[config.mk]
export PLATFORM = sky130hd
export DESIGN_NAME = zm_div_flat
export DESIGN_NICKNAME = d
export VERILOG_FILES = /design/src/rtl/zm_pkg.sv /design/src/rtl/zm_div_if.sv /design/src/rtl/zm_div_step.sv /design/src/rtl/zm_div.sv /design/src/flat_wrapper.sv
export SDC_FILE = /design/constraint.sdc
export NUM_CORES = 1
export LEC_CHECK = 0
export ABC_AREA = 1
export CAP_MARGIN = 10
export CELL_PAD_IN_SITES_DETAIL_PLACEMENT = 1
export CELL_PAD_IN_SITES_GLOBAL_PLACEMENT = 2
export CORE_MARGIN = 3
export CORE_UTILIZATION = 34
export CTS_BUF_LIST = sky130_fd_sc_hd__clkbuf_8
export DETAILED_ROUTE_END_ITERATION = 7
export GPL_ROUTABILITY_DRIVEN = 0
export PLACE_DENSITY = 0.9
export SLEW_MARGIN = 20
export SYNTH_ARGS = -nofsm -noshare
export SYNTH_HDL_FRONTEND = slang
export SYNTH_SLANG_ARGS = --single-unit
[constraint.sdc]
create_clock -name clk -period 6.5 [get_ports clk]
set_clock_uncertainty 0.05 [all_clocks]
set_input_delay 1.3 -clock clk [delete_from_list [all_inputs] [get_ports clk]]
set_output_delay 1.3 -clock clk [all_outputs]
set_load 0.02 [all_outputs]
[src/rtl/zm_pkg.sv]
// zm_pkg: shared constants and types for the zm_div integer divide unit.
//   F3_*       RV32M funct3 encodings handled by the divider
//   F7_MULDIV  funct7 value marking an M-extension op
//   state_e    divider control state
//   op_ctl_t   per-operation sign/selection flags latched at accept
package zm_pkg;

   localparam int unsigned XLEN_DEFAULT = 32;

   localparam logic [2:0] F3_DIV  = 3'b100;
   localparam logic [2:0] F3_DIVU = 3'b101;
   localparam logic [2:0] F3_REM  = 3'b110;
   localparam logic [2:0] F3_REMU = 3'b111;

   localparam logic [6:0] F7_MULDIV = 7'b0000001;

   typedef enum logic [1:0] {
      IDLE = 2'd0,
      CALC = 2'd1,
      DONE = 2'd2
   } state_e;

   typedef struct packed {
      logic neg_q;   // negate the quotient at the end
      logic neg_r;   // negate the remainder at the end
      logic is_rem;  // return remainder instead of quotient
   } op_ctl_t;

endpackage

[src/rtl/zm_div_if.sv]
// zm_div_if: request/response bundle between the execute stage and zm_div.
//   master (execute stage): start_valid, flush, funct3, funct7, reg1, reg2 out;
//                           start_ready, out, done, busy in
//   slave  (divider):       the mirror image
interface zm_div_if #(
   parameter int unsigned XLEN = zm_pkg::XLEN_DEFAULT
);
   logic            start_valid;
   logic            start_ready;
   logic            flush;
   logic [2:0]      funct3;
   logic [6:0]      funct7;
   logic [XLEN-1:0] reg1;
   logic [XLEN-1:0] reg2;
   logic [XLEN-1:0] out;
   logic            done;
   logic            busy;

   modport master (
      output start_valid, flush, funct3, funct7, reg1, reg2,
      input  start_ready, out, done, busy
   );

   modport slave (
      input  start_valid, flush, funct3, funct7, reg1, reg2,
      output start_ready, out, done, busy
   );
endinterface

[src/rtl/zm_div_step.sv]
// zm_div_step: one restoring-division iteration (combinational).
//   rem_i/dvd_i/dvs_i  partial remainder, remaining dividend bits, divisor
//   rem_o/dvd_o        updated partial remainder and dividend shifted left
//   qbit_o             quotient bit produced by this iteration
module zm_div_step #(
   parameter int unsigned XLEN = zm_pkg::XLEN_DEFAULT
) (
   input  logic [XLEN-1:0] rem_i,
   input  logic [XLEN-1:0] dvd_i,
   input  logic [XLEN-1:0] dvs_i,
   output logic [XLEN-1:0] rem_o,
   output logic [XLEN-1:0] dvd_o,
   output logic            qbit_o
);
   // Keep the bit shifted out of rem: with divisors above 2^(XLEN-1) the
   // shifted remainder can exceed XLEN bits and must still compare correctly.
   logic [XLEN:0] shifted;
   logic [XLEN:0] diff;

   assign shifted = {rem_i, dvd_i[XLEN-1]};
   assign diff    = shifted - {1'b0, dvs_i};
   assign qbit_o  = (shifted >= {1'b0, dvs_i});
   assign rem_o   = qbit_o ? diff[XLEN-1:0] : shifted[XLEN-1:0];
   assign dvd_o   = {dvd_i[XLEN-2:0], 1'b0};

   // The dropped top bits are zero whenever they are discarded.
   logic unused_hi;
   assign unused_hi = diff[XLEN] ^ shifted[XLEN];
endmodule

[src/rtl/zm_div.sv]
// zm_div: multi-cycle RV32M DIV/DIVU/REM/REMU unit, one quotient bit per clock.
//   clk, reset  rising-edge clock, synchronous active-high reset
//   bus         zm_div_if slave: start handshake, flush, opcode, operands,
//               registered result, done pulse, busy flag
module zm_div
   import zm_pkg::*;
#(
   parameter int unsigned XLEN = XLEN_DEFAULT
) (
   input logic     clk,
   input logic     reset,
   zm_div_if.slave bus
);
   localparam int unsigned CNT_W = $clog2(XLEN);
   localparam logic [XLEN-1:0] MIN_NEG = {1'b1, {(XLEN-1){1'b0}}};
   localparam logic [CNT_W-1:0] LAST_IT = CNT_W'(XLEN - 1);

   state_e          state_q, state_d;
   logic [CNT_W-1:0] cnt_q, cnt_d;
   logic [XLEN-1:0] rem_q, rem_d;
   logic [XLEN-1:0] dvd_q, dvd_d;
   logic [XLEN-1:0] dvs_q, dvs_d;
   op_ctl_t         ctl_q, ctl_d;
   logic [XLEN-1:0] out_q, out_d;
   logic            done_q, busy_q, ready_q;

   logic [XLEN-1:0] step_rem, step_dvd;
   logic            step_qbit;

   logic            is_signed, is_rem, a_neg, b_neg;
   logic            valid_op, div0, ovf, special, accept;
   logic [XLEN-1:0] a_abs, b_abs, spec_res;
   logic [XLEN-1:0] q_raw, q_fix, r_fix;

   // Single shared iteration; the loop runs over time, not space.
   zm_div_step #(.XLEN(XLEN)) u_step (
      .rem_i  (rem_q),
      .dvd_i  (dvd_q),
      .dvs_i  (dvs_q),
      .rem_o  (step_rem),
      .dvd_o  (step_dvd),
      .qbit_o (step_qbit)
   );

   // Decode the incoming op and resolve the cases that skip iteration.
   always_comb begin
      is_signed = ~bus.funct3[0];
      is_rem    = bus.funct3[1];
      a_neg     = is_signed & bus.reg1[XLEN-1];
      b_neg     = is_signed & bus.reg2[XLEN-1];
      a_abs     = a_neg ? -bus.reg1 : bus.reg1;
      b_abs     = b_neg ? -bus.reg2 : bus.reg2;
      valid_op  = (bus.funct7 == F7_MULDIV) & bus.funct3[2];
      div0      = (bus.reg2 == '0);
      ovf       = is_signed & (bus.reg1 == MIN_NEG) & (bus.reg2 == '1);
      special   = ~valid_op | div0 | ovf;
      if (!valid_op) begin
         spec_res = '0;
      end else if (div0) begin
         spec_res = is_rem ? bus.reg1 : '1;
      end else begin
         spec_res = is_rem ? '0 : MIN_NEG;
      end
      accept = bus.start_valid & (state_q == IDLE) & ~bus.flush;
   end

   // Final iteration result with sign correction applied.
   always_comb begin
      q_raw = step_dvd | XLEN'(step_qbit);
      q_fix = ctl_q.neg_q ? -q_raw : q_raw;
      r_fix = ctl_q.neg_r ? -step_rem : step_rem;
   end

   // Next-state and datapath control.
   always_comb begin
      state_d = state_q;
      cnt_d   = cnt_q;
      rem_d   = rem_q;
      dvd_d   = dvd_q;
      dvs_d   = dvs_q;
      ctl_d   = ctl_q;
      out_d   = out_q;
      unique case (state_q)
         IDLE: begin
            if (accept) begin
               if (special) begin
                  out_d   = spec_res;
                  state_d = DONE;
               end else begin
                  cnt_d        = '0;
                  rem_d        = '0;
                  dvd_d        = a_abs;
                  dvs_d        = b_abs;
                  ctl_d.neg_q  = a_neg ^ b_neg;
                  ctl_d.neg_r  = a_neg;
                  ctl_d.is_rem = is_rem;
                  state_d      = CALC;
               end
            end
         end
         CALC: begin
            if (bus.flush) begin
               state_d = IDLE;
            end else begin
               rem_d = step_rem;
               dvd_d = q_raw;  // quotient bits fill in behind the dividend
               cnt_d = CNT_W'(cnt_q + 1'b1);
               if (cnt_q == LAST_IT) begin
                  out_d   = ctl_q.is_rem ? r_fix : q_fix;
                  state_d = DONE;
               end
            end
         end
         DONE:    state_d = IDLE;
         default: state_d = IDLE;
      endcase
   end

   // State, datapath and registered status outputs.
   always_ff @(posedge clk) begin
      if (reset) begin
         state_q <= IDLE;
         cnt_q   <= '0;
         rem_q   <= '0;
         dvd_q   <= '0;
         dvs_q   <= '0;
         ctl_q   <= '0;
         out_q   <= '0;
         done_q  <= 1'b0;
         busy_q  <= 1'b0;
         ready_q <= 1'b1;
      end else begin
         state_q <= state_d;
         cnt_q   <= cnt_d;
         rem_q   <= rem_d;
         dvd_q   <= dvd_d;
         dvs_q   <= dvs_d;
         ctl_q   <= ctl_d;
         out_q   <= out_d;
         done_q  <= (state_d == DONE);
         busy_q  <= (state_d != IDLE);
         ready_q <= (state_d == IDLE);
      end
   end

   assign bus.out         = out_q;
   assign bus.done        = done_q;
   assign bus.busy        = busy_q;
   assign bus.start_ready = ready_q;
endmodule

[src/flat_wrapper.sv]
// flat-port wrapper written by rule: the top's interface ports become plain ports
module zm_div_flat import zm_pkg::*;
#(
   parameter int unsigned XLEN = XLEN_DEFAULT
)
  (clk, reset, bus_start_valid, bus_flush, bus_funct3, bus_funct7, bus_reg1, bus_reg2, bus_start_ready, bus_out, bus_done, bus_busy);
  zm_div_if #(.XLEN(XLEN)) bus_i ();
  input logic clk;
  input logic reset;
  input wire logic [$bits(bus_i.start_valid)-1:0] bus_start_valid;
  input wire logic [$bits(bus_i.flush)-1:0] bus_flush;
  input wire logic [$bits(bus_i.funct3)-1:0] bus_funct3;
  input wire logic [$bits(bus_i.funct7)-1:0] bus_funct7;
  input wire logic [$bits(bus_i.reg1)-1:0] bus_reg1;
  input wire logic [$bits(bus_i.reg2)-1:0] bus_reg2;
  output wire logic [$bits(bus_i.start_ready)-1:0] bus_start_ready;
  output wire logic [$bits(bus_i.out)-1:0] bus_out;
  output wire logic [$bits(bus_i.done)-1:0] bus_done;
  output wire logic [$bits(bus_i.busy)-1:0] bus_busy;
  assign bus_i.start_valid = bus_start_valid;
  assign bus_i.flush = bus_flush;
  assign bus_i.funct3 = bus_funct3;
  assign bus_i.funct7 = bus_funct7;
  assign bus_i.reg1 = bus_reg1;
  assign bus_i.reg2 = bus_reg2;
  assign bus_start_ready = bus_i.start_ready;
  assign bus_out = bus_i.out;
  assign bus_done = bus_i.done;
  assign bus_busy = bus_i.busy;
  zm_div #(.XLEN(XLEN)) u_core (.clk(clk), .reset(reset), .bus(bus_i));
endmodule
==> impl_metrics.env <==
export IMPL_switching_share_pct=31.70
export IMPL_rows=69
export IMPL_slew_headroom_pct=37.94
export IMPL_place_inst=2622
export IMPL_power_leakage_nw=6.659
export IMPL_first_iter_violations=1008
export IMPL_dieHeight_um=196.3
export IMPL_synth_main_ff_cell="dfxtp_1"
export IMPL_wl_met2_um=22940
export IMPL_top_layer_used="met4"
export IMPL_cts_repair_resized=0
export IMPL_grt_max_degree=89
export IMPL_synth_area_top_cells="dfxtp_1 23%, nand2_1 18%, a21oi_1 8.7%"
export IMPL_start_util_pct=34.52
export IMPL_io_pins=113
export IMPL_worstPathArrival_ns=5.44
export IMPL_crit_path_start_kind="register"
export IMPL_dr_pass1_iters=5
export IMPL_internal_power_mw=1.319
export IMPL_combinationalPowerShare_pct=17.3
export IMPL_hp_class="reg2reg"
export IMPL_ys_seq_elements=141
export IMPL_layout_common_cells="585 x nand2_1, 243 x inv_1, 215 x a21oi_1"
export IMPL_nFillCells=4895
export IMPL_worst_pin_slew_ns=0.9295
export IMPL_cts_tree="built"
export IMPL_yosysTopAreaCellShare_pct=22.93
export IMPL_die_area_um2=38520
export IMPL_min_period_ns=5.100
export IMPL_cts_buffer_depth=2
export IMPL_status="finished clean"
export IMPL_setup_tns_ns=0
export IMPL_power_mw=1.931
export IMPL_maxClockFrequency_ghz=0.1961
export IMPL_ys_warnings_count=0
export IMPL_drive_above_1_share_pct=6.298
export IMPL_cts_root_buffer="clkbuf_8"
export IMPL_avgSynthCellArea_um2=5.815
export IMPL_wl_per_cell_um=19.66
export IMPL_n_antenna_cell=0
export IMPL_hold_ws_ns=0.4290
export IMPL_portBuffers=112
export IMPL_critical_path_required_ns=6.84
export IMPL_setup_viol_count_final=0
export IMPL_drtAntennaViolNets=0
export IMPL_slew_viol_final=0
export IMPL_powerDensity_nw_per_um2=136.6
export IMPL_grt_pass1_vias=14220
export IMPL_period_share_pct=78.46
export IMPL_final_common_cell="nand2_1"
export IMPL_wl_met1_um=25080
export IMPL_syn_area_um2=12310
export IMPL_p_seq_share_pct=45.9
export IMPL_path_class="reg2reg"
export IMPL_hold_violations=0
export IMPL_pwr_share_clk_pct=36.9
export IMPL_synth_top_area_cell="dfxtp_1"
export IMPL_viasPerCell=5.394
export IMPL_switchingPower_mw=0.6120
export IMPL_clkTransAtPathRegs_ns=0.09
export IMPL_seq_area_frac_synth_pct=22.93
export IMPL_wl_um=52130
export IMPL_dr_wl_met3_um=2925
export IMPL_grt_util_all_layers_pct=26.69
export IMPL_grt_pass1_wl_um=81250
export IMPL_max_cap_violations=0
export IMPL_r2r_cells=26
export IMPL_stdcell_count=2652
export IMPL_global_route_overflow_total=0
export IMPL_rsz0062_at_grt="no"
export IMPL_synthArstFlopShare_pct=0
export IMPL_vias=14310
export IMPL_cts_hold_buf=0
export IMPL_synthCells=2117
export IMPL_route_detailed_drc=0
export IMPL_antenna_found_initial=0
export IMPL_finalNetCount=2298
export IMPL_die_w_um=196.3
export IMPL_area_delta_synth_final_pct=14.83
export IMPL_numClockSinks=141
export IMPL_cp_max_fo=23
export IMPL_cp_end_kind="register"
export IMPL_design_core_area_um2=35660
export IMPL_synth_edff_count=0
export IMPL_holdPathStages=2
export IMPL_synth_distinct_cells=54
export IMPL_ctsHtreeMaxLevel=4
export IMPL_vdd_drop_max_uv=118.9
export IMPL_insertion_delay_ns=0.47
export IMPL_dp_hpwl_um=41050
export IMPL_syn_nets=2235
export IMPL_postCtsSetupRepairBufs=0
export IMPL_numCtsBuffers=17
==> layer usage <==
metal / vias up / global-route usage (%)
li1: 7029 / -
met1: 6830 / 37.96
met2: 388 / 41.98
met3: 59 / 4.242
met4: 0 / 7.182
met5: - / 0
==> sequential cells by signal (all words and copies together) (netlist names) <==
| register | count |
|---|---|
| u_core.dvs_q | 32 |
| u_core.bus.start_ready | 1 |
| u_core.bus.busy | 1 |
| u_core.rem_q | 32 |
| u_core.state_q | 2 |
| u_core.ctl_q | 3 |
| u_core.bus.done | 1 |
| u_core.cnt_q | 5 |
| u_core.bus.out | 32 |
| u_core.dvd_q | 32 |
==> power groups by stage <==
| stage | Combinational, mW | Sequential (mW) | Clock (mW) |
|---|---|---|---|
| after floorplan | 0.160 | 0.919 | 0 |
| after CTS | 0.333 | 0.885 | 0.726 |
| final | 0.334 | 0.885 | 0.712 |
| after global placement | 0.325 | 0.905 | 0 |
| after global routing | 0.366 | 0.887 | 0.762 |
| after detailed placement | 0.330 | 0.905 | 0 |
==> worst max-delay path, cell delays in order (launching register included) <==
cell and delay [ns]:
dfxtp_1 0.34, inv_1 0.12, ha_1 0.39, a21oi_1 0.22
o21ai_1 0.17, a21oi_1 0.25, nand2_4 0.10, nand2_1 0.14
nand2_2 0.14, nand2_4 0.35, ha_1 0.30, nand3_1 0.13
inv_1 0.10, nand3_1 0.10, inv_1 0.11, nand3_1 0.12
nor3_1 0.26, nand2_1 0.11, nor4_1 0.52, nand4_1 0.18
nand2_1 0.17, o21ai_0 0.13, a21oi_1 0.15, o21ai_0 0.09
nand2_1 0.07, nand2_1 0.07, a21oi_2 0.14
==> worst paths after layout <==
kind                   endpoint  slack [ns]              from
max          u_core.bus.out[28]        1.40  u_core.dvs_q[12]
min             u_core.cnt_q[4]        0.43   u_core.cnt_q[4]
max reg2reg  u_core.bus.out[28]        1.40  u_core.dvs_q[12]
min reg2reg     u_core.cnt_q[4]        0.43   u_core.cnt_q[4]
==> kinds of logic (layout without fill, tap and decap cells) <==
group           count (synthesis)  count (layout)  synth area share (%)
xor+xnor                       51              51                 3.629
flops                         141             141                 22.93
simple gates                 1088            1088                 38.53
compound gates                450             450                 19.57
buf+inv                       347             421                 11.21
fa+ha+maj                      40              40                 4.127
==> cell usage after synthesis (5+ instances only) <==
cell / number
clkbuf_1: 62
dfxtp_1: 141
inv_2: 10
nor3_1: 40
xnor2_1: 11
nand2_4: 5
a21oi_1: 215
nor2_1: 191
nand4_1: 23
o21bai_1: 8
clkinv_1: 5
nand2_2: 26
o22ai_1: 12
nor2_2: 13
nand2_1: 585
buf_6: 6
nor2_4: 5
o21ai_1: 11
buf_2: 10
a31oi_1: 23
nand3b_1: 8
xor2_1: 40
nor4_1: 12
nand3_2: 5
o21ai_0: 152
buf_1: 6
inv_1: 244
nand3_1: 153
ha_1: 39
==> final cells by class <==
class / instances / area (µm²) / area share, %
clock buffer: 18 / 247.7 / 1.753
sequential: 141 / 2823 / 19.97
multi-input combinational: 1629 / 8125 / 57.48
timing repair buffer: 131 / 1271 / 8.994
tap: 461 / 576.8 / 4.081
inverter: 260 / 977.2 / 6.913
clock inverter: 12 / 113.9 / 0.8055
==> through the flow <==
stage	util [%]	setup WS, ns	area (µm²)
3_5_place_dp	38.63	1.269	13770
6_report	39.64	1.400	14130
4_1_cts	39.64	1.478	14130
2_1_floorplan	-	2.816	12310
3_3_place_gp	38.63	1.427	13770
5_1_grt	39.64	0.9636	14130
Note: power is estimated with default switching activity, not from simulation.
